## src/rtl/tmds_channel_decoder_if.sv

```systemverilog
// tmds_channel_decoder_if: one TMDS channel's symbol input and decoded/status outputs
interface tmds_channel_decoder_if;
  logic [9:0] tmds_in;
  logic [7:0] vd;
  logic [1:0] cd;
  logic vde;
  logic locked;
  logic bitslip;
  logic [7:0] slip_count;
  logic [7:0] relock_count;
  modport master (output tmds_in, input vd, cd, vde, locked, bitslip, slip_count, relock_count);
  modport slave (input tmds_in, output vd, cd, vde, locked, bitslip, slip_count, relock_count);
endinterface

```

## src/rtl/tmds_channel_decoder.sv

```systemverilog
// tmds_channel_decoder: TMDS symbol decode with word-alignment search; TMDS_DEC_STATS_EN builds slip/relock counters
module tmds_channel_decoder #(
  parameter int CTRL_RUN = 8,
  parameter int SEARCH_WINDOW = 2048,
  parameter int SLIP_HOLD = 16
) (
  input logic clk,
  input logic rst,
  tmds_channel_decoder_if.slave bus
);
  typedef enum logic [1:0] {SEARCH, SLIP, HOLD, LOCKED} state_t;
  localparam int RW = $clog2(CTRL_RUN + 1);
  localparam int TW = $clog2((SEARCH_WINDOW > SLIP_HOLD ? SEARCH_WINDOW : SLIP_HOLD) + 1);
  state_t state, state_nx;
  logic [9:0] sym;
  logic [RW-1:0] run, run_nx, run_inc;
  logic [TW-1:0] tmr, tmr_nx;
  logic is_ctrl, lk_nx;
  logic [1:0] tok;
  logic [7:0] q, d;
  logic [7:0] vd_r;
  logic [1:0] cd_r;
  logic vde_r;
  assign is_ctrl = sym inside {10'b1101010100, 10'b0010101011, 10'b0101010100, 10'b1010101011};
  assign tok = sym == 10'b0010101011 ? 2'd1 : sym == 10'b0101010100 ? 2'd2 : sym == 10'b1010101011 ? 2'd3 : 2'd0;
  assign q = sym[9] ? ~sym[7:0] : sym[7:0];
  assign d = {q[7:1] ^ q[6:0] ^ {7{~sym[8]}}, q[0]};
  assign run_inc = run == RW'(CTRL_RUN) ? run : run + RW'(1);
  assign lk_nx = state_nx == LOCKED;
  // next state, control-token run and window timer; HOLD spans SLIP_HOLD+1 cycles so slips recur every SEARCH_WINDOW+SLIP_HOLD+2
  always_comb begin
    state_nx = state;
    run_nx = is_ctrl ? run_inc : '0;
    tmr_nx = tmr + TW'(1);
    case (state)
      SEARCH: state_nx = is_ctrl && run >= RW'(CTRL_RUN - 1) ? LOCKED : tmr == TW'(SEARCH_WINDOW - 1) ? SLIP : SEARCH;
      SLIP: begin
        run_nx = '0;
        state_nx = HOLD;
      end
      HOLD: begin
        run_nx = '0;
        state_nx = tmr == TW'(SLIP_HOLD) ? SEARCH : HOLD;
      end
      LOCKED: begin
        tmr_nx = is_ctrl ? '0 : tmr_nx;
        state_nx = !is_ctrl && tmr == TW'(SEARCH_WINDOW - 1) ? SEARCH : LOCKED;
      end
      default: state_nx = SEARCH;
    endcase
    tmr_nx = state_nx != state ? '0 : tmr_nx;
  end
  // symbol capture, FSM state and decoded outputs gated by the state being entered
  always_ff @(posedge clk or posedge rst)
    if (rst) begin
      state <= SEARCH;
      sym <= '0;
      run <= '0;
      tmr <= '0;
      vd_r <= '0;
      cd_r <= '0;
      vde_r <= 1'b0;
    end else begin
      state <= state_nx;
      sym <= bus.tmds_in;
      run <= run_nx;
      tmr <= tmr_nx;
      vde_r <= lk_nx & ~is_ctrl;
      vd_r <= lk_nx & ~is_ctrl ? d : '0;
      cd_r <= !lk_nx ? '0 : is_ctrl ? tok : cd_r;
    end
  assign bus.vd = vd_r;
  assign bus.cd = cd_r;
  assign bus.vde = vde_r;
  assign bus.locked = state == LOCKED;
  assign bus.bitslip = state == SLIP;
`ifdef TMDS_DEC_STATS_EN
  logic [7:0] slips, relocks;
  // saturating counts of slip pulses and lock losses
  always_ff @(posedge clk or posedge rst)
    if (rst) begin
      slips <= '0;
      relocks <= '0;
    end else begin
      if (state == SLIP && slips != 8'hff) slips <= slips + 8'd1;
      if (state == LOCKED && state_nx == SEARCH && relocks != 8'hff) relocks <= relocks + 8'd1;
    end
  assign bus.slip_count = slips;
  assign bus.relock_count = relocks;
`else
  assign bus.slip_count = '0;
  assign bus.relock_count = '0;
`endif
endmodule

```

## src/flat_wrapper.sv

```systemverilog
// flat-port wrapper written by rule: the top's interface ports become plain ports
module tmds_channel_decoder_flat 
#(
  parameter int CTRL_RUN = 8,
  parameter int SEARCH_WINDOW = 2048,
  parameter int SLIP_HOLD = 16
)
  (clk, rst, bus_tmds_in, bus_vd, bus_cd, bus_vde, bus_locked, bus_bitslip, bus_slip_count, bus_relock_count);
  tmds_channel_decoder_if bus_i ();
  input logic clk;
  input logic rst;
  input wire logic [$bits(bus_i.tmds_in)-1:0] bus_tmds_in;
  output wire logic [$bits(bus_i.vd)-1:0] bus_vd;
  output wire logic [$bits(bus_i.cd)-1:0] bus_cd;
  output wire logic [$bits(bus_i.vde)-1:0] bus_vde;
  output wire logic [$bits(bus_i.locked)-1:0] bus_locked;
  output wire logic [$bits(bus_i.bitslip)-1:0] bus_bitslip;
  output wire logic [$bits(bus_i.slip_count)-1:0] bus_slip_count;
  output wire logic [$bits(bus_i.relock_count)-1:0] bus_relock_count;
  assign bus_i.tmds_in = bus_tmds_in;
  assign bus_vd = bus_i.vd;
  assign bus_cd = bus_i.cd;
  assign bus_vde = bus_i.vde;
  assign bus_locked = bus_i.locked;
  assign bus_bitslip = bus_i.bitslip;
  assign bus_slip_count = bus_i.slip_count;
  assign bus_relock_count = bus_i.relock_count;
  tmds_channel_decoder #(.CTRL_RUN(CTRL_RUN), .SEARCH_WINDOW(SEARCH_WINDOW), .SLIP_HOLD(SLIP_HOLD)) u_core (.clk(clk), .rst(rst), .bus(bus_i));
endmodule
```

## config.mk

```make
export PLATFORM = sky130hd
export DESIGN_NAME = tmds_channel_decoder_flat
export DESIGN_NICKNAME = d
export VERILOG_FILES = /design/src/rtl/tmds_channel_decoder_if.sv /design/src/rtl/tmds_channel_decoder.sv /design/src/flat_wrapper.sv
export SDC_FILE = /design/constraint.sdc
export NUM_CORES = 1
export LEC_CHECK = 0
export ABC_AREA = 1
export ABC_CLOCK_PERIOD_IN_PS = 1600
export CAP_MARGIN = 40
export CORE_MARGIN = 3
export CORE_UTILIZATION = 57
export DETAILED_ROUTE_END_ITERATION = 10
export DONT_BUFFER_PORTS = 1
export PLACE_DENSITY = 0.86
export SLEW_MARGIN = 20
export SYNTH_ARGS = -nofsm -noshare
export SYNTH_HDL_FRONTEND = slang
export SYNTH_SLANG_ARGS = --single-unit
```

## constraint.sdc

```tcl
create_clock -name clk -period 1.6 [get_ports clk]
set_input_delay 0.32 -clock clk [delete_from_list [all_inputs] [get_ports clk]]
set_output_delay 0.32 -clock clk [all_outputs]
set_load 0.005 [all_outputs]
```

## After elaboration in Yosys (flattened, before gate mapping)

Cells that the tools add are included.

- Add/sub/neg operators: 2
- Magnitude comparators: 1
- Equality and inequality tests: 14
- Multiplexer cells: 18
- Bitwise operators: 6
- Reductions and logical operators: 6

Operator list:

| kind | count |
|---|---|
| two-way mux 12 bit | 3 |
| equality test 10 bit (second input constant) | 2 |
| two-way mux 2 bit | 8 |
| two-way mux 8 bit | 2 |
| XOR 7 bit | 2 |
| adder 12 x 1 -> 12 bit (second input constant) | 1 |
| equality test 12 x 11 -> 1 bit (second input constant) | 1 |
| equality test 12 x 5 -> 1 bit (second input constant) | 1 |
| two-way mux 4 bit | 3 |
| equality test 10 x 8 -> 1 bit (second input constant) | 1 |
| equality test 10 x 9 -> 1 bit (second input constant) | 1 |
| NOT 8 bit | 1 |
| one-hot mux 2 bit (4 select lines) | 1 |
| equality test 2 bit (second input constant) | 3 |
| adder 4 x 1 -> 4 bit (second input constant) | 1 |
| equality test 4 bit (second input constant) | 1 |
| >= comparator 4 x 3 -> 1 bit (second input constant) | 1 |
| nonzero test 4 bit | 1 |
| != test 3 bit (second input constant) | 1 |
| equality test 2 x 1 -> 1 bit (second input constant) | 1 |
| logical AND 1 bit | 2 |
| logical NOT 2 bit | 1 |
| != test 2 x 1 -> 1 bit (second input constant) | 1 |
| != test 2 bit | 1 |
| other kinds (5) | 6 |

- Register bits after elaboration: 39

## Logic depth before layout (Yosys ltp)

- Word-level depth: 9
- Depth in mapped cells: 14
- Mapped depth without buffers: 13

## Least setup slack after synthesis

No wires, ideal clock.

- Path kind: flip-flop to flip-flop
- Start point: register u_core.sym[2]
- End point: register u_core.tmr[5]
- Arrival: 1.574 ns
- Required time: 1.478 ns
- Slack: -0.096 ns
- Cell stages (with the launch flop): 15
- Clock period less this slack: 1.696 ns
- Path through: dfrtp_1 inv_1 ha_1 nand2_1 nor2_1 nand2_4 nand2_8 nand2_8 nand3_4 nand2_1 nand2_1 nand2_1 nand3_2 buf_6 nor2_2

- Longest elaborated chain between the ends: 8

Ends and longest elaborated chain:

| element | line | RTL |
|---|---|---|
| from (decl) | tmds_channel_decoder.sv:15 | `logic [9:0] sym;` |
| from (signal assigned) | tmds_channel_decoder.sv:65 | `sym <= bus.tmds_in;` |
| equality test 10 bit, or another cell as far along | tmds_channel_decoder.sv:24 | `assign is_ctrl = sym inside {10'b1101010100, 10'b0010101011, 10'b0101010100, 10'b1010101011};` |
| nonzero test 4 bit (*) | tmds_channel_decoder.sv:24 |  |
| logical NOT 1 bit | tmds_channel_decoder.sv:47 | `state_nx = !is_ctrl && tmr == TW'(SEARCH_WINDOW - 1) ? SEARCH : LOCKED;` |
| logical AND 1 bit | tmds_channel_decoder.sv:47 |  |
| two-way mux 2 bit | tmds_channel_decoder.sv:47 |  |
| one-hot mux 2 bit (4 select lines) | tmds_channel_decoder.sv:35 | `case (state)` |
| != test 2 bit | tmds_channel_decoder.sv:51 | `tmr_nx = state_nx != state ? '0 : tmr_nx;` |
| two-way mux 12 bit (*) | tmds_channel_decoder.sv:51 |  |
| via u_core.tmr_nx[5] | tmds_channel_decoder.sv:17 | `logic [TW-1:0] tmr, tmr_nx;` |
| to (signal assigned) | tmds_channel_decoder.sv:67 | `tmr <= tmr_nx;` |
| to (decl) | tmds_channel_decoder.sv:17 |  |

Mark *: on every way through the listed nets, which the timed path passes. The rest lies on a longest branch.
A chain may end at the register's enable or synchronous reset.

## Worst setup path in the final report

- Start point: register u_core.sym[3]
- End point: register u_core.tmr[0]

The elaborated chain is that of the path after synthesis.

==> summary.md <==
| Metric | Value |
|---|---|
| Max Freq | 520 MHz |
| Final WS setup | -0.322 ns |
| LEAKAGE | 1.38 nW |
| Area growth from synthesis to layout | 23.6% |
| PwrDens | 665 nW/µm² |
| Post-DRT Antenna Nets | 0 |
| Sink Count | 39 |
| Layout cells sized above 1 | 35.7% |
| CP max stage cell | dfrtp_1 |
| Initial antenna violation count | 0 |
| Largest net degree at the start of global routing | 40 |
| Post-DP HPWL | 2940 µm |
| Number of I/O pins | 41 |
| Status | finished with violations |
| H-tree levels | 2 |
| TritonRoute pass-1 iters | 5 |
| Synthesized flop and latch total | 39 |
| Failing checks | negative setup slack |
| Root Buffer | clkbuf_8 |
| DIE HEIGHT | 67.7 µm |
| Required time worst endpoint | 1.83 ns |
| Power share of the clock group | 37.3% |
| PortBufs | 0 |
| Antenna cells | 0 |
| Row count | 21 |
| Sw Ratio | 23.1% |
| Period utilization | 120% |
| Setup-failing EPs final | 25 |
| CP Cell Sequence | inv_2, ha_2, nand2_2, nor2_2, nand2_2, nand2_8, a21oi_1, nand3_1, nand3_2, nand3_4, buf_12, nor2_2 |
| CTS clk-pin slew, worst paths | 0.07 ns |
| Seq/Total Area, Yosys | 44.9% |
| RSZ-0062 raised after global routing | true |
| # DRC | 0 |
| Skew final | 0.00462 ns |
| Critical path class | reg2reg |
| Yosys cell types | 30 |
| Max Cap Viol | 0 |
| Hold Vio Cnt, Final | 0 |
| Util after Layout | 76.8% |
| Vias in the first global route | 1773 |
| DR WL/cell | 15.4 µm |
| DRT Wirelength | 5190 µm |
| Maximum VDD drop | 0.000761 V |
| Pint | 1.37 mW |
| Worst min-delay path class | in2async |
| CP Buf/Inv Count | 2 |
| Die area | 4590 µm² |
| Flop pwr share | 56.6% |
| Crit Path Max Fanout | 6 |
| GRT overflow | 0 |
| Std-Cell Core Area | 3490 µm² |
| Largest stage delay on the critical path | 0.43 ns |
| Slew Limit Fails | 0 |
| CP Launch Type | flop |
| CP Depth | 12 |
| Synth Instances | 254 |
| RD Place Congestion | 0.858 |
| Arrival time of the worst setup path | 2.15 ns |
| Inst Count DP | 315 |
| Via-to-Cell Ratio | 5.27 |
| Syn_area_per_cell | 8.55 µm² |
| Initial Util | 62.2% |
| CTS tree | done |
| First-pass GRT wire length | 7650 µm |
| Clock insertion delay at the later pin of the skew report | 0.29 ns |
| 1st-iter DRT viols | 180 |
| Fin nets | 313 |
| Post-Layout Cell Count | 337 |
| Worst setup EP type | flop |
| Pwr Total | 1.79 mW |
| Clock Tree Buf Depth | 2 |
| Vias | 1775 |
| Die width | 67.7 µm |
| Min cycle time layout | 1.92 ns |
| Switch Pwr | 0.413 mW |
| Smallest hold slack | 0.0225 ns |
| Worst r2r path cells | 12 |
| Cell family with most CP delay | simple AND/OR/NAND/NOR gates |
| GRT Total Usage | 23.4% |
| Setup WS pre-CTS | -0.150 ns |
| Comb power frac | 6.2% |
| Post-Synthesis Cell Area | 2170 µm² |
| Hold_buf cts | 0 |
| Synth Warn # | 0 |
| CTS Buf Count | 5 |
## power groups by stage
stage | Clock [mW] | Combinational, mW | Sequential [mW]
floorplan | 0 | 0.0963 | 1.03
global placement | 0 | 0.0888 | 1.03
detailed placement | 0 | 0.0918 | 1.03
CTS | 0.675 | 0.102 | 1.01
global route | 0.737 | 0.123 | 1.01
finish | 0.666 | 0.110 | 1.01
## sequential cells by signal (all words and copies together) (netlist names)
name            count
u_core.tmr         12
u_core.sym         10
u_core.bus.vd       8
u_core.run          4
u_core.bus.cd       2
u_core.state        2
u_core.bus.vde      1
## worst register-to-register path, cell delays in order, from the launching register on
cell and delay [ns]:
dfrtp_1 0.43, inv_2 0.06, ha_2 0.17, nand2_2 0.07, nor2_2 0.04, nand2_2 0.12, nand2_8 0.10, a21oi_1 0.25
nand3_1 0.16, nand3_2 0.12, nand3_4 0.12, buf_12 0.16, nor2_2 0.08
## what timing repair did
| item | CTS | global route |
|---|---|---|
| buffers inserted | 8 | 5 |
| setup endpoints to repair | 24 | 27 |
| gates resized for setup | 32 | 14 |
| cloned | 2 | 0 |
| pin swaps | 8 | 5 |
## layout by cell type (no fill, tap or decap)
master,n
ha_1,6
clkinvlp_4,1
nor4_2,1
ha_2,2
conb_1,16
nand3_2,4
buf_6,2
xnor2_1,4
ha_4,2
nand3_1,15
nor2_1,15
inv_1,34
dfrtp_1,37
nand2_1,36
buf_4,27
or2_2,2
nand4_1,2
buf_12,1
nor2_4,2
nand2_4,7
nor3_1,1
inv_2,6
nand3_4,2
clkinv_2,1
nand2_2,9
clkbuf_8,6
o21bai_1,1
xor2_1,5
o21ai_0,8
a21oi_2,4
nor2_2,18
a22oi_1,1
a21oi_1,3
o211ai_1,2
dfrtp_2,2
nand2_8,2
o31ai_1,1
o21ai_2,1
buf_16,1
inv_4,1
## cell families after synthesis
group / after synthesis / share of synthesized area, %
and+or+nand+nor: 115 / 26.8
buffers and inverters: 59 / 13.3
adders and majority gates: 10 / 5.76
xor gates and xnor gates: 9 / 3.63
AOI/OAI and AO/OA: 21 / 5.41
DFF: 39 / 44.9
other: 1 / 0.173
## stage by stage
| stage | setup TNS [ns] | area, µm² |
|---|---|---|
| finish | -6.19 | 2690 |
| global route | -8.08 | 2690 |
| CTS | -2.28 | 2600 |
| detailed placement | -2.31 | 2310 |
| global placement | -1.27 | 2310 |
| floorplan | -0.0352 | 2240 |
## per-layer routing
metal,global-route usage [%],vias to the layer above,part of all wire (%)
li1,-,826,-
met1,24.4,832,35
met2,39.1,90,53
met3,6.16,27,6.4
met4,19.0,0,5.3
met5,0,-,0
## path summary, 6_finish.rpt
kind,startpoint,endpoint,slack (ns)
max,u_core.sym[3],u_core.tmr[0],-0.32
min in group clk,bus_tmds_in[9],u_core.sym[9],0.05
min,rst,u_core.tmr[8],0.02
max reg2reg,u_core.sym[3],u_core.tmr[0],-0.32
max in group asynchronous,rst,u_core.state[0],1.22
min reg2reg,u_core.bus.cd[0],u_core.bus.cd[0],0.58
## cell usage after synthesis
cell type,count,area [µm²]
o211ai_1,2,15.0
nor2_2,13,81.3
a21oi_1,7,35.0
inv_1,40,150
nand3_2,1,10.0
nor4_1,1,6.26
or2_2,2,12.5
nand4_1,2,12.5
nand2_8,2,40.0
nand3_4,1,17.5
buf_4,16,120
o31ai_1,1,7.51
ha_1,10,125
conb_1,1,3.75
nand2_1,45,169
a22oi_1,1,7.51
nor2_1,21,78.8
o21bai_1,1,7.51
buf_6,1,11.3
o21ai_1,1,5.00
o21ai_0,8,40.0
xnor2_1,4,35.0
nand2_2,5,31.3
nand3_1,19,95.1
inv_2,2,7.51
nor3_1,1,5.00
dfrtp_1,39,976
nor2_4,1,11.3
nand2_4,1,11.3
xor2_1,5,43.8
## final cells by class
type                            count  area (µm²)
Clock buffer                        6        82.6
Inverter                           42         164
Multi-Input combinational cell    172        1120
Clock inverter                      1        5.00
Timing Repair Buffer               31         273
Sequential cell                    39         978
Fill cell                         223         810
Tap cell                           46        57.6
No activity file was read; power rests on OpenSTA's default activity.
